$ cat src/rtl/bcd_score_encoder.sv
// Iterative double-dabble binary-to-BCD encoder feeding the seven-segment display driver.
// Latency BIN_WIDTH+1 cycles from start to done. Start is ignored while busy. bcd_out and overflow hold between completions.
module bcd_score_encoder #(
    parameter int BIN_WIDTH = 16,
    parameter int DIGITS    = 4
) (
    input  logic                   clock_100Mhz,
    input  logic                   reset,
    input  logic                   start,
    input  logic [BIN_WIDTH-1:0]   bin_in,
    output logic                   busy,
    output logic                   done,
    output logic [4*DIGITS-1:0]    bcd_out,
    output logic                   overflow
);

    localparam int BCD_W = 4 * DIGITS;
    localparam int CNT_W = (BIN_WIDTH > 1) ? $clog2(BIN_WIDTH) : 1;

    function automatic logic [63:0] pow10(input int n);
        logic [63:0] p;
        p = 64'd1;
        for (int i = 0; i < n; i++) begin
            p = p * 64'd10;
        end
        return p;
    endfunction

    localparam logic [63:0]      MAX_DEC   = pow10(DIGITS) - 64'd1;
    localparam logic [CNT_W-1:0] CNT_LOAD  = CNT_W'(BIN_WIDTH - 1);
    localparam logic [BCD_W-1:0] ALL_NINES = {DIGITS{4'h9}};

    typedef enum logic {
        IDLE  = 1'b0,
        SHIFT = 1'b1
    } state_t;

    state_t               state;
    state_t               state_nxt;
    logic [BIN_WIDTH-1:0] shift_reg;
    logic [BIN_WIDTH-1:0] shift_reg_nxt;
    logic [BCD_W-1:0]     scratch;
    logic [BCD_W-1:0]     scratch_nxt;
    logic [BCD_W-1:0]     scratch_adj;
    logic [BCD_W-1:0]     scratch_shl;
    logic [CNT_W-1:0]     cnt;
    logic [CNT_W-1:0]     cnt_nxt;
    logic                 ovf_pending;
    logic                 ovf_pending_nxt;
    logic                 done_nxt;
    logic [BCD_W-1:0]     bcd_nxt;
    logic                 overflow_nxt;
    logic                 bin_ovf;

    assign bin_ovf = (64'(bin_in) > MAX_DEC);
    assign busy    = (state == SHIFT);

    // Add-3 correction works on the pre-shift scratch; the shift follows in the same cycle.
    always_comb begin
        scratch_adj = scratch;
        for (int d = 0; d < DIGITS; d++) begin
            if (scratch[4*d +: 4] >= 4'd5) begin
                scratch_adj[4*d +: 4] = scratch[4*d +: 4] + 4'd3;
            end
        end
        scratch_shl = {scratch_adj[BCD_W-2:0], shift_reg[BIN_WIDTH-1]};
    end

    always_comb begin
        state_nxt       = state;
        shift_reg_nxt   = shift_reg;
        scratch_nxt     = scratch;
        cnt_nxt         = cnt;
        ovf_pending_nxt = ovf_pending;
        done_nxt        = 1'b0;
        bcd_nxt         = bcd_out;
        overflow_nxt    = overflow;

        case (state)
            IDLE: begin
                if (start) begin
                    shift_reg_nxt   = bin_in;
                    scratch_nxt     = '0;
                    cnt_nxt         = CNT_LOAD;
                    ovf_pending_nxt = bin_ovf;
                    state_nxt       = SHIFT;
                end
            end
            SHIFT: begin
                shift_reg_nxt = {shift_reg[BIN_WIDTH-2:0], 1'b0};
                scratch_nxt   = scratch_shl;
                if (cnt == '0) begin
                    // Top-digit carries are lost on overflow, so the saturated value replaces the result.
                    bcd_nxt      = ovf_pending ? ALL_NINES : scratch_shl;
                    overflow_nxt = ovf_pending;
                    done_nxt     = 1'b1;
                    state_nxt    = IDLE;
                end else begin
                    cnt_nxt = cnt - 1'b1;
                end
            end
            default: begin
                state_nxt = IDLE;
            end
        endcase
    end

    always_ff @(posedge clock_100Mhz) begin
        if (reset) begin
            state       <= IDLE;
            shift_reg   <= '0;
            scratch     <= '0;
            cnt         <= '0;
            ovf_pending <= 1'b0;
            done        <= 1'b0;
            bcd_out     <= '0;
            overflow    <= 1'b0;
        end else begin
            state       <= state_nxt;
            shift_reg   <= shift_reg_nxt;
            scratch     <= scratch_nxt;
            cnt         <= cnt_nxt;
            ovf_pending <= ovf_pending_nxt;
            done        <= done_nxt;
            bcd_out     <= bcd_nxt;
            overflow    <= overflow_nxt;
        end
    end

endmodule

$ cat config.mk
export PLATFORM = sky130hd
export DESIGN_NAME = bcd_score_encoder
export DESIGN_NICKNAME = d
export VERILOG_FILES = /design/src/rtl/bcd_score_encoder.sv
export SDC_FILE = /design/constraint.sdc
export NUM_CORES = 1
export LEC_CHECK = 0
export ABC_AREA = 1
export CORE_UTILIZATION = 49
export DETAILED_ROUTE_END_ITERATION = 10
export MAX_ROUTING_LAYER = met4
export PLACE_DENSITY_LB_ADDON = 0.1
export SYNTH_ARGS = -nofsm -noshare
export SYNTH_HDL_FRONTEND = slang
export SYNTH_SLANG_ARGS = --single-unit
$ cat constraint.sdc
create_clock -name clock_100Mhz -period 1.2 [get_ports clock_100Mhz]
set_input_delay 0.24 -clock clock_100Mhz [delete_from_list [all_inputs] [get_ports clock_100Mhz]]
set_output_delay 0.24 -clock clock_100Mhz [all_outputs]
set_load 0.02 [all_outputs]
==> metrics.md, run 1 <==
| Metric | Value |
|---|---|
| WHS Path Cells | `2` |
| Leading cell type in the layout, fill and taps excluded | `nand2_1` |
| GR Util met3 | `4.311%` |
| Worst min path class | `reg2reg` |
| Quantity of hold-fixing buffers added after cts | `0` |
| Worst r2r dst | `bcd_out[11]` |
| Clock Skews | `0.008369 ns` |
| Max Slew Vio Count | `0` |
| Drt first pass iters | `4` |
| Critical Path Start Type | `flop` |
| Worst Path Required | `1.39 ns` |
| All-layer global routing usage | `24.12%` |
| Syn Inst Count | `388` |
| LEAKAGE | `1.862 nW` |
| Post-synthesis xor/xnor area fraction | `0%` |
| Worst-path fanout max | `7` |
| IO Port Bufs | `37` |
| DRC | `0` |
| Share of layout cells above drive strength 1 | `36.72%` |
| Area grow syn2layout | `47.65%` |
| Gpl congestion | `0.8446` |
| Reg2reg path depth | `9` |
| Final setup vio count | `34` |
| Crit path time final | `1.306 ns` |
| Final Hold Vio Count | `0` |
| Post-synth top area share | `41.33%` |
| Largest family of logic cells by synthesized area | `simple AND/OR/NAND/NOR gates` |
| Clock root cell | `clkbuf_8` |
| Adder-Cell Fraction of Synth Area | `4.613%` |
| Distinct cells, synth | `25` |
| Clock Latency Late Sink | `0.31 ns` |
| Critical Path AT | `1.50 ns` |
| Core area | `5205 um2` |
| RSZ-0062 raised after global routing | `true` |
| Worst setup EP type | `flop` |
| Max-cap violation count | `0` |
| Commonest non-fill, non-tap cells in the layout | `96 x nand2_1, 44 x dfxtp_1, 39 x inv_1` |
| Syn_area_per_cell | `6.991 um2` |
| Num CTS Buffers | `5` |
| TritonCTS Sinks | `56` |
| Synth warn | `0` |
| Longest Clk Path Bufs | `2` |
| Least-Margin Pin Slew | `0.3527 ns` |
| Chip width | `76.41 um` |
| Htree depth | `2` |
| Fillers | `393` |
| Starting Density | `52.12%` |
| CTS tree | `yes` |
| Final net count | `491` |
| Initial DRC Count | `179` |
| Peak VDD IR | `588.7 uV` |
| Setup TNS | `-1.768 ns` |
| Wire length of the first global-routing pass | `11,080 um` |
| Die Ht | `76.41 um` |
| I/O Pins | `38` |
| WHS Endpoint | `bcd_out[2]` |
| Synth top area cells | `dfxtp_1 41%, nand2_1 17%, inv_1 7.2%` |
| Gr ovfl total | `0` |
| Die area | `5838 um2` |
| Failing checks | `setup timing` |
| N_diodes | `0` |
| FF-to-FF setup slack | `-0.11 ns` |
| Inst Count DP | `506` |
| Util after Layout | `76.95%` |
| Top cell type by total area after synthesis | `dfxtp_1` |
| Num rows | `26` |
| Fmax achieved | `0.7655 GHz` |
| Simple-Gate Fraction of Synth Area | `30.40%` |
| Synth Register Bits | `56` |
| WL final | `7085 um` |
| Multiplexer area fraction after synthesis | `0%` |
| Grt met2 use | `41.62%` |
| Worst setup margin | `-0.1063 ns` |
| Antenna viol nets, final | `0` |
| Status | `finished with violations` |
| Dpl hpwl | `4154 um` |
| M1 GR Usage | `28.49%` |
| P per Cell Area | `1023 nW/um2` |
| Vias in the first global route | `2,484` |
| Clk slew on worst S/H paths | `0.10 ns` |
| Crit Path Class | `reg2reg` |
| DR vias/cell | `5.141` |
| Register area share after synthesis | `41.33%` |
| Wire length per cell | `13.29 um` |
| Non-filler instance count after layout | `533` |
| Compound-Gate Fraction of Synth Area | `13.28%` |
| Initial antenna violation count | `0` |
| Top Usage Layer GRT | `met2` |
| Net Count, Synth | `417` |
| Final period util | `108.9%` |
| Worst reg2reg startpoint | `cnt[1]` |
| Mapped Area | `2713 um2` |
| Slew margin rel. | `76.46%` |
| Largest net degree at the start of global routing | `34` |
| Worst Hold Launch | `bcd_out[2]` |
| Routed via count | `2,740` |
## area by class of cell
class	instances	area (um2)	share of cell area, %
Sequential cell	56	1141	28.49
Timing Repair inverter	1	7.507	0.1874
Inverter	53	215.2	5.373
Tap cell	70	87.58	2.187
Clock inverter	2	35.03	0.8747
Clock buffer	6	72.57	1.812
Multi-Input combinational cell	264	1674	41.80
Timing Repair Buffer	81	772.0	19.28
## per-layer routing
metal  wire length [um]  vias up
met2               3588       65
met3                297        2
li1                   -     1399
met5                  0        -
met1               3168     1274
met4                 30        0
## worst max path at each step
stage / from / endpoint / slack, ns / cells after the start
after global placement: start / shift_reg[4] / -0.18 / 7
after CTS: cnt[1] / bcd_out[6] / -0.13 / 8
final: cnt[1] / bcd_out[11] / -0.11 / 9
after detailed placement: start / shift_reg[5] / -0.24 / 7
after global routing: cnt[1] / bcd_out[12] / -0.21 / 10
after floorplan: busy / ovf_pending / -0.003 / 7
## power by group
part           total [mW]  leakage [nW]  switching [mW]  internal, mW
combinational       0.857          1.35           0.451         0.406
sequential           2.01         0.462          0.0640          1.94
clock                1.23        0.0552           0.612         0.621
total                4.10          1.86            1.13          2.97
## cells by family after synthesis
family                   Yosys count
AND/OR/NAND/NOR                  189
flip-flops                        56
buffers and inverters             69
adder cells (fa/ha/maj)           10
AO/OA/AOI/OAI                     64
## Yosys cell counts, drive strengths merged
cell	number
buf	10
nand3	37
a22oi	12
clkbuf	6
nand4	8
nand2	123
a211oi	1
nor3	2
or2	1
o21ai	18
dfxtp	56
nor2	18
a21oi	33
ha	10
inv	53
## per-stage QoR
| stage | hold WS [ns] | power (mW) | setup slack (ns) | area [um2] |
|---|---|---|---|---|
| 4_1_cts | 0.4692 | 3.970 | -0.1253 | 3706 |
| 3_3_place_gp | 0.4512 | 2.698 | -0.1832 | 3382 |
| 5_1_grt | 0.4878 | 4.282 | -0.2105 | 4005 |
| 6_report | 0.4653 | 4.098 | -0.1063 | 4005 |
| 3_5_place_dp | 0.4545 | 2.713 | -0.2373 | 3382 |
| 2_1_floorplan | 0.3804 | 2.404 | -0.003218 | 2733 |
## critical path, stage by stage (launching register included)
cell        delay, ns
dfxtp_2          0.35
inv_2            0.05
ha_4             0.15
nand2_2          0.05
inv_2            0.05
nand2_8          0.11
buf_12           0.12
clkinvlp_4       0.12
o21ai_1          0.14
a21oi_1          0.05
## repair_timing
item                                    CTS  global route
pin swaps                                13            30
endpoints found under the setup margin   55            70
setup buffers                             4            11
cloned                                    2             2
gates resized for setup                  85           107
Power figures use the tool's default switching activity.
==> inputs of run 2 (changes only) <==
--- a/config.mk
+++ b/config.mk
@@ -6,6 +6,7 @@
 export NUM_CORES = 1
 export LEC_CHECK = 0
 export ABC_AREA = 1
+export CORE_MARGIN = 2
 export CORE_UTILIZATION = 49
 export DETAILED_ROUTE_END_ITERATION = 10
 export MAX_ROUTING_LAYER = met4
==> metrics.md, run 2 (synthesized netlist as in run 1, its figures left out) <==
| Metric | Value |
|---|---|
| WL final | `7479 um (+5.6%)` |
| Htree depth | `2 (unchanged)` |
| Routed via count | `2,794 (+2.0%)` |
| Setup Slack @ Placement | `-0.2368 ns (+0.0005410 ns)` |
| DR vias/cell | `5.145 (about the same)` |
| DR WL met3 | `398 um (+34%)` |
| Metal2 WL | `3797 um (+5.8%)` |
| RSZ-0062 raised after global routing | `true` |
| Top Metal Used | `met4` |
| Die Ht | `78.41 um (+2.6%)` |
| Worst setup margin | `-0.1028 ns (+0.003534 ns)` |
| Dpl hpwl | `4498 um (+8.3%)` |
| Crit-path most repeated cell | `inv_2` |
| Wire length per cell | `13.77 um (+3.6%)` |
| Vias in the first global route | `2,590 (+4.3%)` |
| Fillers | `434 (+10%)` |
| Final Hold Vio Count | `0 (unchanged)` |
| Longest Clk Path Bufs | `2 (unchanged)` |
| Critical Path Start Type | `flop` |
| I/O Pins | `38 (unchanged)` |
| Num CTS Buffers | `5 (unchanged)` |
| CTS tree | `yes` |
| Critical path origin | `cnt[1]` |
| Area grow syn2layout | `49.31%` |
| WHS Path Cells | `2 (unchanged)` |
| Initial DRC Count | `188 (+5.0%)` |
| Crit-path cells | `inv_2 > ha_4 > nand2_2 > inv_2 > nand2_8 > buf_4 > nand2_4 > inv_1 > nand2_1 > a21oi_1` |
| Antenna viol nets, final | `0 (unchanged)` |
| Fmax achieved | `0.7676 GHz (+0.27%)` |
| CP max stage delay | `0.35 ns (about the same)` |
| IO Port Bufs | `37 (unchanged)` |
| All-layer global routing usage | `23.76% (-0.36 points)` |
| Worst path slowest cell | `dfxtp_2` |
| Initial antenna violation count | `0 (unchanged)` |
| Least-Margin Pin Slew | `0.3362 ns (-0.01648 ns)` |
| Worst-path fanout max | `8 (+1)` |
| Slew margin rel. | `77.56% (+1.1 points)` |
| Clock Latency Late Sink | `0.32 ns (about the same)` |
| M1 WL | `3165 um (about the same)` |
| Max Slew Vio Count | `0 (unchanged)` |
| Core area | `5439 um2 (+4.5%)` |
| Num rows | `27 (+3.8%)` |
| Final setup vio count | `26 (-24%)` |
| Gpl congestion | `0.9399 (+11%)` |
| Worst Hold Launch | `bcd_out[1]` |
| Leading cell type in the layout, fill and taps excluded | `nand2_1` |
| N_diodes | `0 (unchanged)` |
| Gr ovfl total | `0 (unchanged)` |
| Wire length of the first global-routing pass | `11,480 um (+3.6%)` |
| Die area | `6147 um2 (+5.3%)` |
| Final net count | `499 (+1.6%)` |
| Drt first pass iters | `4 (unchanged)` |
| Reg2reg path depth | `10 (+1)` |
| Status | `finished with violations` |
| Clock root cell | `clkbuf_8` |
| Worst Path Required | `1.45 ns (+0.06 ns)` |
| Worst min path class | `reg2reg` |
| Worst r2r dst | `cnt[2]` |
| DRC | `0 (unchanged)` |
| Chip width | `78.41 um (+2.6%)` |
| Peak VDD IR | `872.5 uV (+48%)` |
| Worst reg2reg startpoint | `cnt[1]` |
| Final period util | `108.6% (-0.29 points)` |
| Max-cap violation count | `0 (unchanged)` |
| Starting Density | `49.87% (-2.2 points)` |
| Quantity of hold-fixing buffers added after cts | `0 (unchanged)` |
| Failing checks | `setup timing` |
| Commonest non-fill, non-tap cells in the layout | `101 x nand2_1, 46 x dfxtp_1, 45 x buf_4` |
| FF-to-FF setup slack | `-0.10 ns (about the same)` |
| Critical Path AT | `1.55 ns (+0.05 ns)` |
| TritonCTS Sinks | `56 (unchanged)` |
| Clk slew on worst S/H paths | `0.11 ns (about the same)` |
| Largest net degree at the start of global routing | `24 (-29%)` |
| P per Cell Area | `1106 nW/um2 (+8.1%)` |
| LEAKAGE | `1.933 nW (+3.8%)` |
| Crit Path Class | `reg2reg` |
| WHS Endpoint | `bcd_out[1]` |
| Setup TNS | `-1.361 ns (+0.4071 ns)` |
| Crit path time final | `1.303 ns (-0.003534 ns)` |
| Share of layout cells above drive strength 1 | `37.37% (+0.65 points)` |
| Clock Skews | `0.01296 ns (+0.004591 ns)` |
| Worst setup EP type | `flop` |
==> run 2: where the power goes <==
group / switching, mW / internal [mW]
Sequential: 0.0571 / 1.94
Clock: 0.644 / 1.04
Combinational: 0.424 / 0.367
==> run 2: cell type report <==
type                       instances  area (um2)  share of cell area, %
sequential                        56        1141                  28.17
clock buffer                       5       68.82                  1.699
clock inverter                     3       90.09                  2.224
tap                               72       90.09                  2.224
multi-input combinational        263        1669                  41.21
inverter                          53       207.7                  5.128
timing repair buffer              90       775.7                  19.15
timing repair inverter             1       7.507                 0.1854
==> run 2: worst max-delay path by stage <==
| stage | endpoint | depth (start not counted) |
|---|---|---|
| floorplan | ovf_pending | 7 |
| global placement | shift_reg[4] | 7 |
| detailed placement | cnt[2] | 7 |
| CTS | bcd_out[6] | 9 |
| global route | bcd_out[4] | 10 |
| finish | cnt[2] | 10 |
==> run 2: per-layer routing <==
layer | track usage [%] | up-vias
li1 | - | 1410
met1 | 28.37 | 1283
met2 | 41.03 | 88
met3 | 3.793 | 13
met4 | 7.895 | 0
met5 | - | -
==> run 2: timing repair <==
item / 4_1_cts / 5_1_grt
endpoints found under the setup margin: 58 / 67
hold endpoints to repair: 0 / 0
gates cloned: 1 / 0
resized for setup: 116 / 79
setup buffers: 5 / 6
pin swaps: 19 / 27
==> run 2: through the flow <==
stage	cells	power, mW	util, %	instance area, um2	hold slack [ns]
2_1_floorplan	388	2.404	-	2733	0.3804
3_5_place_dp	523	2.741	64.07	3485	0.4514
5_1_grt	543	4.657	74.47	4050	0.4821
3_3_place_gp	523	2.731	64.07	3485	0.4488
4_1_cts	537	4.452	71.13	3869	0.4678
6_report	543	4.478	74.47	4050	0.4701
==> run 2: critical path, delay by kind of cell, from the launching register on <==
family / cells / cell delay [ns]
and+or+nand+nor: 4 / 0.28
DFF: 1 / 0.35
AOI/OAI and AO/OA: 1 / 0.16
adders and majority gates: 1 / 0.15
buffers and inverters: 4 / 0.31
